`config.mk`:
```
export PLATFORM = sky130hd
export DESIGN_NAME = entity_pos_updater
export DESIGN_NICKNAME = d
export VERILOG_FILES = /design/src/rtl/entity_pos_updater.sv
export SDC_FILE = /design/constraint.sdc
export NUM_CORES = 1
export LEC_CHECK = 0
export CORE_ASPECT_RATIO = 1.75
export CORE_UTILIZATION = 32
export CTS_CLUSTER_DIAMETER = 100
export DETAILED_ROUTE_END_ITERATION = 7
export GPL_TIMING_DRIVEN = 0
export PLACE_DENSITY_LB_ADDON = 0.05
export SLEW_MARGIN = 10
export SYNTH_ARGS = -nofsm -noshare
export SYNTH_HDL_FRONTEND = slang
export SYNTH_SLANG_ARGS = --single-unit
```
`constraint.sdc`:
```
create_clock -name Clk -period 5.85 [get_ports Clk]
set_input_delay 1.4625 -clock Clk [delete_from_list [all_inputs] [get_ports Clk]]
set_output_delay 1.4625 -clock Clk [all_outputs]
set_load 0.005 [all_outputs]
```
`src/rtl/entity_pos_updater.sv`:
```
// Purpose : per-frame sequencer that reads every entity's position/velocity,
//           computes the next position with screen-edge handling and writes it back.
// Latency : 3 cycles per entity; 1 + 3*N_ENT + 1 cycles from START to DONE with GRANT held.
// Backpressure: losing GRANT suppresses the write in that cycle and parks the FSM in WAIT;
//           the current entity is re-read from scratch after re-grant.
// Build option: define POS_WRAP_EN for torus wrap at the screen edges (default is clamp).
module entity_pos_updater #(
    parameter int N_ENT   = 4,
    parameter int ADDR_W  = $clog2(N_ENT),
    parameter int COORD_W = 10,
    parameter int VEL_W   = 4,
    parameter int X_MAX   = 639,
    parameter int Y_MAX   = 479
) (
    input  logic               Clk,
    input  logic               Reset,
    input  logic               START,
    input  logic               GRANT,
    output logic               REQ,
    output logic [ADDR_W-1:0]  POS_ADDR,
    output logic               POS_WE,
    input  logic [COORD_W-1:0] RD_X,
    input  logic [COORD_W-1:0] RD_Y,
    input  logic [VEL_W-1:0]   RD_VX,
    input  logic [VEL_W-1:0]   RD_VY,
    output logic [COORD_W-1:0] WR_X,
    output logic [COORD_W-1:0] WR_Y,
    output logic               BUSY,
    output logic               DONE,
    output logic               OVERRUN
);

    // Two extra bits: one for the carry past COORD_W, one for the sign.
    localparam int SW = COORD_W + 2;

    localparam logic signed [SW-1:0]  X_LIM_S  = SW'(X_MAX);
    localparam logic signed [SW-1:0]  Y_LIM_S  = SW'(Y_MAX);
    localparam logic [COORD_W-1:0]    X_MAX_C  = COORD_W'(X_MAX);
    localparam logic [COORD_W-1:0]    Y_MAX_C  = COORD_W'(Y_MAX);
    localparam logic [COORD_W-1:0]    X_SPAN_C = COORD_W'(X_MAX + 1);
    localparam logic [COORD_W-1:0]    Y_SPAN_C = COORD_W'(Y_MAX + 1);
    localparam logic [ADDR_W-1:0]     LAST_IDX = ADDR_W'(N_ENT - 1);

    typedef enum logic [2:0] {
        S_IDLE,
        S_WAIT,
        S_RD,
        S_CALC,
        S_WR,
        S_DONE
    } state_t;

    state_t              state_q, state_d;
    logic [ADDR_W-1:0]   idx_q,   idx_d;
    logic [COORD_W-1:0]  wr_x_q,  wr_x_d;
    logic [COORD_W-1:0]  wr_y_q,  wr_y_d;
    logic                ovr_q,   ovr_d;

    // Next coordinate for one axis. Velocities are small relative to the
    // screen span, so one correction step always lands back in range; the
    // wrap results therefore fit in COORD_W bits and modular add/sub is exact.
    function automatic logic [COORD_W-1:0] next_coord(
        input logic [COORD_W-1:0]  pos,
        input logic [VEL_W-1:0]    vel,
        input logic signed [SW-1:0] lim_s,
        input logic [COORD_W-1:0]  max_c,
        input logic [COORD_W-1:0]  span_c
    );
        logic signed [SW-1:0] sum;
        logic [COORD_W-1:0]   res;
        sum = $signed({2'b00, pos}) + SW'($signed(vel));
`ifdef POS_WRAP_EN
        if (sum < SW'(0)) begin
            res = sum[COORD_W-1:0] + span_c;
        end else if (sum > lim_s) begin
            res = sum[COORD_W-1:0] - span_c;
        end else begin
            res = sum[COORD_W-1:0];
        end
        // max_c only matters for clamping
        if (max_c == '0) begin
            res = sum[COORD_W-1:0];
        end
`else
        if (sum < SW'(0)) begin
            res = '0;
        end else if (sum > lim_s) begin
            res = max_c;
        end else begin
            res = sum[COORD_W-1:0];
        end
        // span_c only matters for wrapping
        if (span_c == '0) begin
            res = sum[COORD_W-1:0];
        end
`endif
        return res;
    endfunction

    // State, index, write data and sticky overrun register.
    always_ff @(posedge Clk) begin
        if (Reset) begin
            state_q <= S_IDLE;
            idx_q   <= '0;
            wr_x_q  <= '0;
            wr_y_q  <= '0;
            ovr_q   <= 1'b0;
        end else begin
            state_q <= state_d;
            idx_q   <= idx_d;
            wr_x_q  <= wr_x_d;
            wr_y_q  <= wr_y_d;
            ovr_q   <= ovr_d;
        end
    end

    // Next-state logic and Moore outputs; GRANT loss in RD/CALC/WR parks in WAIT.
    always_comb begin
        state_d = state_q;
        idx_d   = idx_q;
        wr_x_d  = wr_x_q;
        wr_y_d  = wr_y_q;
        // Any START outside IDLE (DONE included) is a frame overrun.
        ovr_d   = ovr_q | (START & (state_q != S_IDLE));

        REQ    = 1'b0;
        POS_WE = 1'b0;
        BUSY   = 1'b0;
        DONE   = 1'b0;

        case (state_q)
            S_IDLE: begin
                if (START) begin
                    state_d = S_WAIT;
                    idx_d   = '0;
                end
            end
            S_WAIT: begin
                REQ  = 1'b1;
                BUSY = 1'b1;
                if (GRANT) begin
                    state_d = S_RD;
                end
            end
            S_RD: begin
                REQ  = 1'b1;
                BUSY = 1'b1;
                state_d = GRANT ? S_CALC : S_WAIT;
            end
            S_CALC: begin
                REQ  = 1'b1;
                BUSY = 1'b1;
                if (GRANT) begin
                    wr_x_d  = next_coord(RD_X, RD_VX, X_LIM_S, X_MAX_C, X_SPAN_C);
                    wr_y_d  = next_coord(RD_Y, RD_VY, Y_LIM_S, Y_MAX_C, Y_SPAN_C);
                    state_d = S_WR;
                end else begin
                    state_d = S_WAIT;
                end
            end
            S_WR: begin
                REQ  = 1'b1;
                BUSY = 1'b1;
                // A reset in this cycle must not let the write through.
                POS_WE = GRANT & ~Reset;
                if (!GRANT) begin
                    state_d = S_WAIT;
                end else if (idx_q == LAST_IDX) begin
                    state_d = S_DONE;
                end else begin
                    idx_d   = idx_q + ADDR_W'(1);
                    state_d = S_RD;
                end
            end
            S_DONE: begin
                DONE    = 1'b1;
                state_d = S_IDLE;
            end
            default: begin
                state_d = S_IDLE;
            end
        endcase
    end

    // The index doubles as the file address, so it naturally holds in IDLE.
    assign POS_ADDR = idx_q;
    assign WR_X     = wr_x_q;
    assign WR_Y     = wr_y_q;
    assign OVERRUN  = ovr_q;

endmodule

```
; Word-level counts from Yosys, hierarchy flattened
; Cells that the tools add are included.
[totals]
latchBits = 0
ff_bits = 26
input_bits = 32
output_inout_bits = 27
romBits = 0
n_memories = 0
word_cells = 51
ram_bits = 0
[op_classes]
mul = 0
order_cmp = 4
n_reduce_logical = 7
div_mod_pow = 0
eq_ne = 10
addsub = 3
n_mux = 18
bitwise_logic = 4
shifts = 0
[ops]
columns = operator, count
row1 = 2-to-1 mux 10 bit, 4
row2 = adder 11 x 4 -> 12 bit, 2
row3 = < comparator 12 x 1 -> 1 bit (second input constant), 2
row4 = 2-to-1 mux 3 bit, 5
row5 = case mux 3 bit (5 select lines), 1
row6 = greater-than comparator 12 x 10 -> 1 bit (second input constant), 1
row7 = greater-than comparator 12 x 11 -> 1 bit (second input constant), 1
row8 = 2-to-1 mux 2 bit, 4
row9 = inequality test 2 bit (second input constant), 4
row10 = equality test 3 x 2 -> 1 bit (second input constant), 2
row11 = equality test 3 bit (second input constant), 2
row12 = case mux 2 bit (2 select lines), 1
row13 = AND reduction 2 bit, 2
row14 = AND reduction 4 bit, 1
row15 = OR reduction 4 bit, 1
row16 = equality test 3 x 1 -> 1 bit (second input constant), 1
row17 = zero test 3 bit, 1
row18 = 2-to-1 mux 1 bit, 3
row19 = nonzero test 3 bit, 1
row20 = adder 2 x 1 -> 2 bit (second input constant), 1
row21 = bitwise AND 1 bit, 2
row22 = equality test 2 bit (second input constant), 1
row23 = nonzero test 2 bit, 1
row24 = inverter 1 bit, 1
row25 = bitwise OR 1 bit, 1

; Longest topological paths before layout
; Gate-level depths: netlist of run 1.
[logic_depth]
ltp_word = 4
mapped_depth = 11

; Worst setup path before layout of run 1
; OpenSTA, ideal clock, no wires.
[synth_path]
path_kind = input -> register
startpoint = input RD_Y[0]
endpoint = register wr_y_q[8], in the netlist WR_Y[8]
stages = 10
arrival_ps = 3615
required_time_ps = 5733
slack_ps = 2118
setup_time_ps = 117
path_cell_list = ha_1 inv_1 fa_1 and2b_1 o2111ai_1 and3_1 o311ai_0 a31oi_1 or3_1 a22o_1
[synth_via]
elab_chain_cells = 4
[synth_rtl]
columns = item, line
row1 = "start, declared", 23  ; input logic [COORD_W-1:0] RD_Y,
row2 = adder 11 x 4 -> 12 bit *, 71  ; sum = $signed({2'b00, pos}) + SW'($signed(vel));
row3 = greater-than comparator 12 x 10 -> 1 bit, 87  ; end else if (sum > lim_s) begin
row4 = 2-to-1 mux 10 bit, 87
row5 = 2-to-1 mux 10 bit *, 85  ; if (sum < SW'(0)) begin
row6 = "end signal, assigned", 112  ; wr_y_q <= wr_y_d;
row7 = "end, declared", 56  ; logic [COORD_W-1:0] wr_y_q, wr_y_d;
; Every way passes the cells marked *; elsewhere a longest branch is shown, timed or not.
; A chain may end at the register's enable or synchronous reset.

; Worst setup path in the final report of run 1
[layout_path]
startpoint = input RD_VX[3]
endpoint = register wr_x_q[2], in the netlist WR_X[2]
[layout_via]
elab_chain_cells = 4
[layout_rtl]
columns = item, line
row1 = "start, declared", 24  ; input logic [VEL_W-1:0] RD_VX,
row2 = adder 11 x 4 -> 12 bit *, 71
row3 = greater-than comparator 12 x 11 -> 1 bit, 87
row4 = 2-to-1 mux 10 bit, 87
row5 = 2-to-1 mux 10 bit *, 85
row6 = "end signal, assigned", 111  ; wr_x_q <= wr_x_d;
row7 = "end, declared", 55  ; logic [COORD_W-1:0] wr_x_q, wr_x_d;
; Marks and branches as above.

==> results of run 1 <==
[power by group through the flow]
stage	logic (mW)	clock network [mW]	registers, mW
5_1_grt	0.204	0.210	0.181
6_report	0.184	0.199	0.181
3_5_place_dp	0.186	0	0.185
4_1_cts	0.186	0.205	0.181
2_1_floorplan	0.127	0	0.185
3_3_place_gp	0.185	0	0.185
[through the flow]
stage                     utilization (%)  cells  setup WS [ps]
final                                45.2    409           1520
after global routing                 45.2    409           1310
after CTS                            45.2    409           1480
after detailed placement             43.6    405           1190
after global placement               43.6    405           1240
after floorplan                         -    266           2120
[registers in the layout, summed over array words and instances, names as in the netlist]
name and flops:
OVERRUN 1, WR_X 10, state_q 3, WR_Y 10, POS_ADDR 2
[layer usage]
layer	global-route usage, %	up-vias	wire [um]
li1	-	1105	-
met1	15.7	984	2120
met2	30.7	45	2960
met3	1.54	8	128
met4	6.67	0	132
met5	0	-	0
[critical path, delay by kind of cell]
family,cells,cell delay (ps)
AO/OA/AOI/OAI,7,1440
AND/OR/NAND/NOR,1,130
adder cells (fa/ha/maj),1,350
buffers and inverters,3,1090
[cell usage in the layout (no fill, tap or decap), drive strengths merged, types with 4 or more instances in the layout]
cell type	netlist	routed
o211ai	4	4
nand2b	4	4
dfxtp	26	26
nor2	21	21
a21oi	18	18
a22o	8	8
nor3	5	5
clkbuf	6	9
clkdlybuf4s50	0	57
nor2b	6	6
ha	23	23
inv	19	19
o21a	7	7
xor2	4	4
nand2	21	21
o21ai	17	17
nand3	6	6
a221o	7	7
xnor2	9	9
or3	4	4
[worst max-delay path by stage]
stage	startpoint	to	slack [ps]	cells past startpoint
after CTS	RD_VY[3]	WR_Y[2]	1480	10
final	RD_VX[3]	WR_X[2]	1520	12
after detailed placement	RD_VY[3]	WR_Y[2]	1190	10
after floorplan	RD_Y[0]	WR_Y[8]	2120	10
after global placement	RD_VY[3]	WR_Y[2]	1240	10
after global routing	RD_VY[3]	WR_Y[2]	1310	10
[logic make-up (layout without fill, tap and decap cells)]
kind of cell | Yosys count | in the layout
xor+xnor | 13 | 13
buf+inv | 28 | 89
compound gates | 87 | 87
mux | 4 | 4
fa+ha+maj | 25 | 25
flops | 26 | 26
simple gates | 83 | 83
[layout make-up]
cell class              count  share of cell area, %
multi-input cells         212                   52.2
repair buffers             57                   19.2
flip-flops and latches     26                   17.5
well taps                  82                   3.45
clock buffers               3                   2.52
inverters                  19                   2.40
plain buffers               9                   1.77
clock inverters             1                   1.01
==> results.sh, run 1 <==
export IMPL_run_status="finished clean"
export IMPL_post_route_cells_drive_above_1_share_pct=5.50
export IMPL_grt_first_pass_wirelength_um=8970
export IMPL_post_cts_resized_instances=0
export IMPL_synth_enable_flop_cells=0
export IMPL_reg2regPathDepth=4
export IMPL_synth_compound_area_share_pct=29.7
export IMPL_detailedRoute_firstIterationViolations=58
export IMPL_route_detailed_wl_per_inst_um=13.1
export IMPL_synth_lib_cells_used_distinct=55
export IMPL_synth_top_area_share_pct=23.7
export IMPL_swShare_pct=28.2
export IMPL_number_of_hold_repair_buffers_added_at_the_cts_stage=0
export IMPL_worstHoldEndpoint="WR_X[9]"
export IMPL_post_synth_inst_count=266
export IMPL_synth_xor_area_share_pct=5.18
export IMPL_synth_top_cells_by_area="dfxtp_1 24%, ha_1 13%, a21oi_1 3.9%, nand2_1 3.6%, nor2_1 3.6%"
export IMPL_route_antenna_remaining_nets=0
export IMPL_mappedNetlistArea_sq_um=2200
export IMPL_critPathRequiredTime_ps=6000
export IMPL_largest_net_degree_at_the_start_of_global_routing=16
export IMPL_cts_max_level=1
export IMPL_max_freq_mhz=231
export IMPL_place_congestion=0.764
export IMPL_detailroute_via_count=2142
export IMPL_cpMaxStageDelayCell="clkdlybuf4s50_1"
export IMPL_io_buffer_count=57
export IMPL_wl_um=5340
export IMPL_design_core_area_sq_um=6590
export IMPL_drt_vias_per_instance=5.24
export IMPL_p_seq_share_pct=32.2
export IMPL_slew_violations=0
export IMPL_pin_count=59
export IMPL_crit_path_kind="in -> reg"
export IMPL_final_report_hold_violation_count=0
export IMPL_area_growth_pct=35.4
export IMPL_syn_area_per_cell_sq_um=8.26
export IMPL_netlist_top_cell_by_area="dfxtp_1"
export IMPL_rsz0062_at_grt="false"
export IMPL_holdCritPathClass="reg -> reg"
export IMPL_synth_ff_type="dfxtp_1"
export IMPL_cts_max_path_buffers=2
export IMPL_dr_pass1_iters=4
export IMPL_r2r_start="state_q[0]"
export IMPL_cts_repair_timing_setup_buffer_count=0
export IMPL_report_power_total_uw=563
export IMPL_postSynthNetCount=323
export IMPL_final_min_period_over_clock_period_pct=74.1
export IMPL_timing_clock_skew_ps=3.51
export IMPL_fin_worst_hold_slack_ps=437
export IMPL_hpwl_um=4410
export IMPL_detailed_place_area_sq_um=2870
export IMPL_setup_tns_ps=0
export IMPL_antenna_found_initial=0
export IMPL_yosysWarnings=0
export IMPL_cts_made_buffers=3
export IMPL_insertion_delay_ps=260
export IMPL_setup_worst_path_start_class="input pin"
export IMPL_clk_transition_reported_paths_ps=70
export IMPL_critical_path_arrival_ps=4480
export IMPL_tightestPinTransition_ps=909
export IMPL_drc=0
export IMPL_synth_sequential_area_ratio_pct=23.7
export IMPL_critical_path_max_fanout=15
export IMPL_worst_setup_path_end_kind="flop"
export IMPL_hold_start="WR_X[9]"
export IMPL_worstReg2RegEnd="WR_Y[7]"
export IMPL_ff_latch_count_synth=26
export IMPL_ff2ff_setup_slack_ps=3920
export IMPL_critical_path_max_stage_delay_ps=810
export IMPL_cellInternalPower_uw=404
export IMPL_register_area_sq_um=520
export IMPL_final_setup_viol_count=0
export IMPL_final_design_area_no_fill_sq_um=2980
export IMPL_finish_net_count=385
export IMPL_timing_max_cap_violations=0
export IMPL_synthSimpleGateAreaFrac_pct=19.0
export IMPL_synthAdderAreaFrac_pct=14.9
export IMPL_cts_sinks=26
export IMPL_dieArea_sq_um=7210
export IMPL_dieWidth_um=64.6
export IMPL_antenna_cells=0
export IMPL_synth_top_cells_by_count="26 x dfxtp_1, 23 x ha_1, 21 x nand2_1, 21 x nor2_1, 19 x inv_1"
export IMPL_first_global_vias=2018
export IMPL_synth_async_reset_ratio_pct=0
export IMPL_synth_most_common_cell="dfxtp_1"
export IMPL_post_synth_mux_area_share_pct=1.88
export IMPL_irDropWorstVdd_mv=0.0969
export IMPL_floorplan_initialDensity_pct=33.4
export IMPL_clkPwrFrac_pct=35.3
export IMPL_min_delay_path_depth=2
export IMPL_area_used_by_multi_input_combinational_logic_sq_um=1550
export IMPL_tritoncts="done"
export IMPL_synth_top_family_by_area="compound AO/OA/AOI/OAI gates"
export IMPL_cts_root_buffer="clkbuf_16"
export IMPL_static_leakage_power_nw=1.18
export IMPL_grt_usage_pct=15.6
export IMPL_cellPowerDensity_nw_per_um2=189
export IMPL_worst_slew_margin_rel_pct=39.1
export IMPL_net_switching_power_uw=159
export IMPL_final_min_period_ps=4330
export IMPL_chipHeight_um=112
export IMPL_layout_filler_cells=684
export IMPL_globalRoute_totalOverflow=0
export IMPL_cp_cell_sequence="clkdlybuf4s50_1 > ha_1 > buf_6 > and2_4 > a221o_1 > a21oi_4 > a21boi_2 > o21a_1 > o21a_1 > buf_6 > o21a_4 > a221o_1"
export IMPL_num_rows=39
export IMPL_power_frac_comb_pct=32.6
Note: power is estimated with default switching activity, not from simulation.
==> run 2, diff against run 1 <==
==> constraint.sdc (replaced) <==
create_clock -name Clk -period 4.3 [get_ports Clk]
set_input_delay 1.075 -clock Clk [delete_from_list [all_inputs] [get_ports Clk]]
set_output_delay 1.075 -clock Clk [all_outputs]
set_load 0.005 [all_outputs]
==> results of run 2 <==
The final DEF is identical to that of run 1. Status: finished clean.
Among the figures that moved: setup slack after placement 1190 ps -> 30.0 ps; setup slack after layout 1520 ps -> 355 ps; register-to-register setup slack 3920 ps -> 2370 ps; total power 0.563 mW -> 0.766 mW; worst IR drop on VDD 0.0969 mV -> 0.132 mV
==> run 3, diff against run 2 <==
--- a/config.mk
+++ b/config.mk
@@ -5,6 +5,7 @@
 export SDC_FILE = /design/constraint.sdc
 export NUM_CORES = 1
 export LEC_CHECK = 0
+export ABC_AREA = 0
 export CORE_ASPECT_RATIO = 1.75
 export CORE_UTILIZATION = 32
 export CTS_CLUSTER_DIAMETER = 100
==> results of run 3 <==
The final DEF is identical to that of run 1. Status: finished clean.
Among the figures that moved: setup slack after placement 1190 ps -> 30.0 ps; setup slack after layout 1520 ps -> 355 ps; register-to-register setup slack 3920 ps -> 2370 ps; total power 0.563 mW -> 0.766 mW; worst IR drop on VDD 0.0969 mV -> 0.132 mV
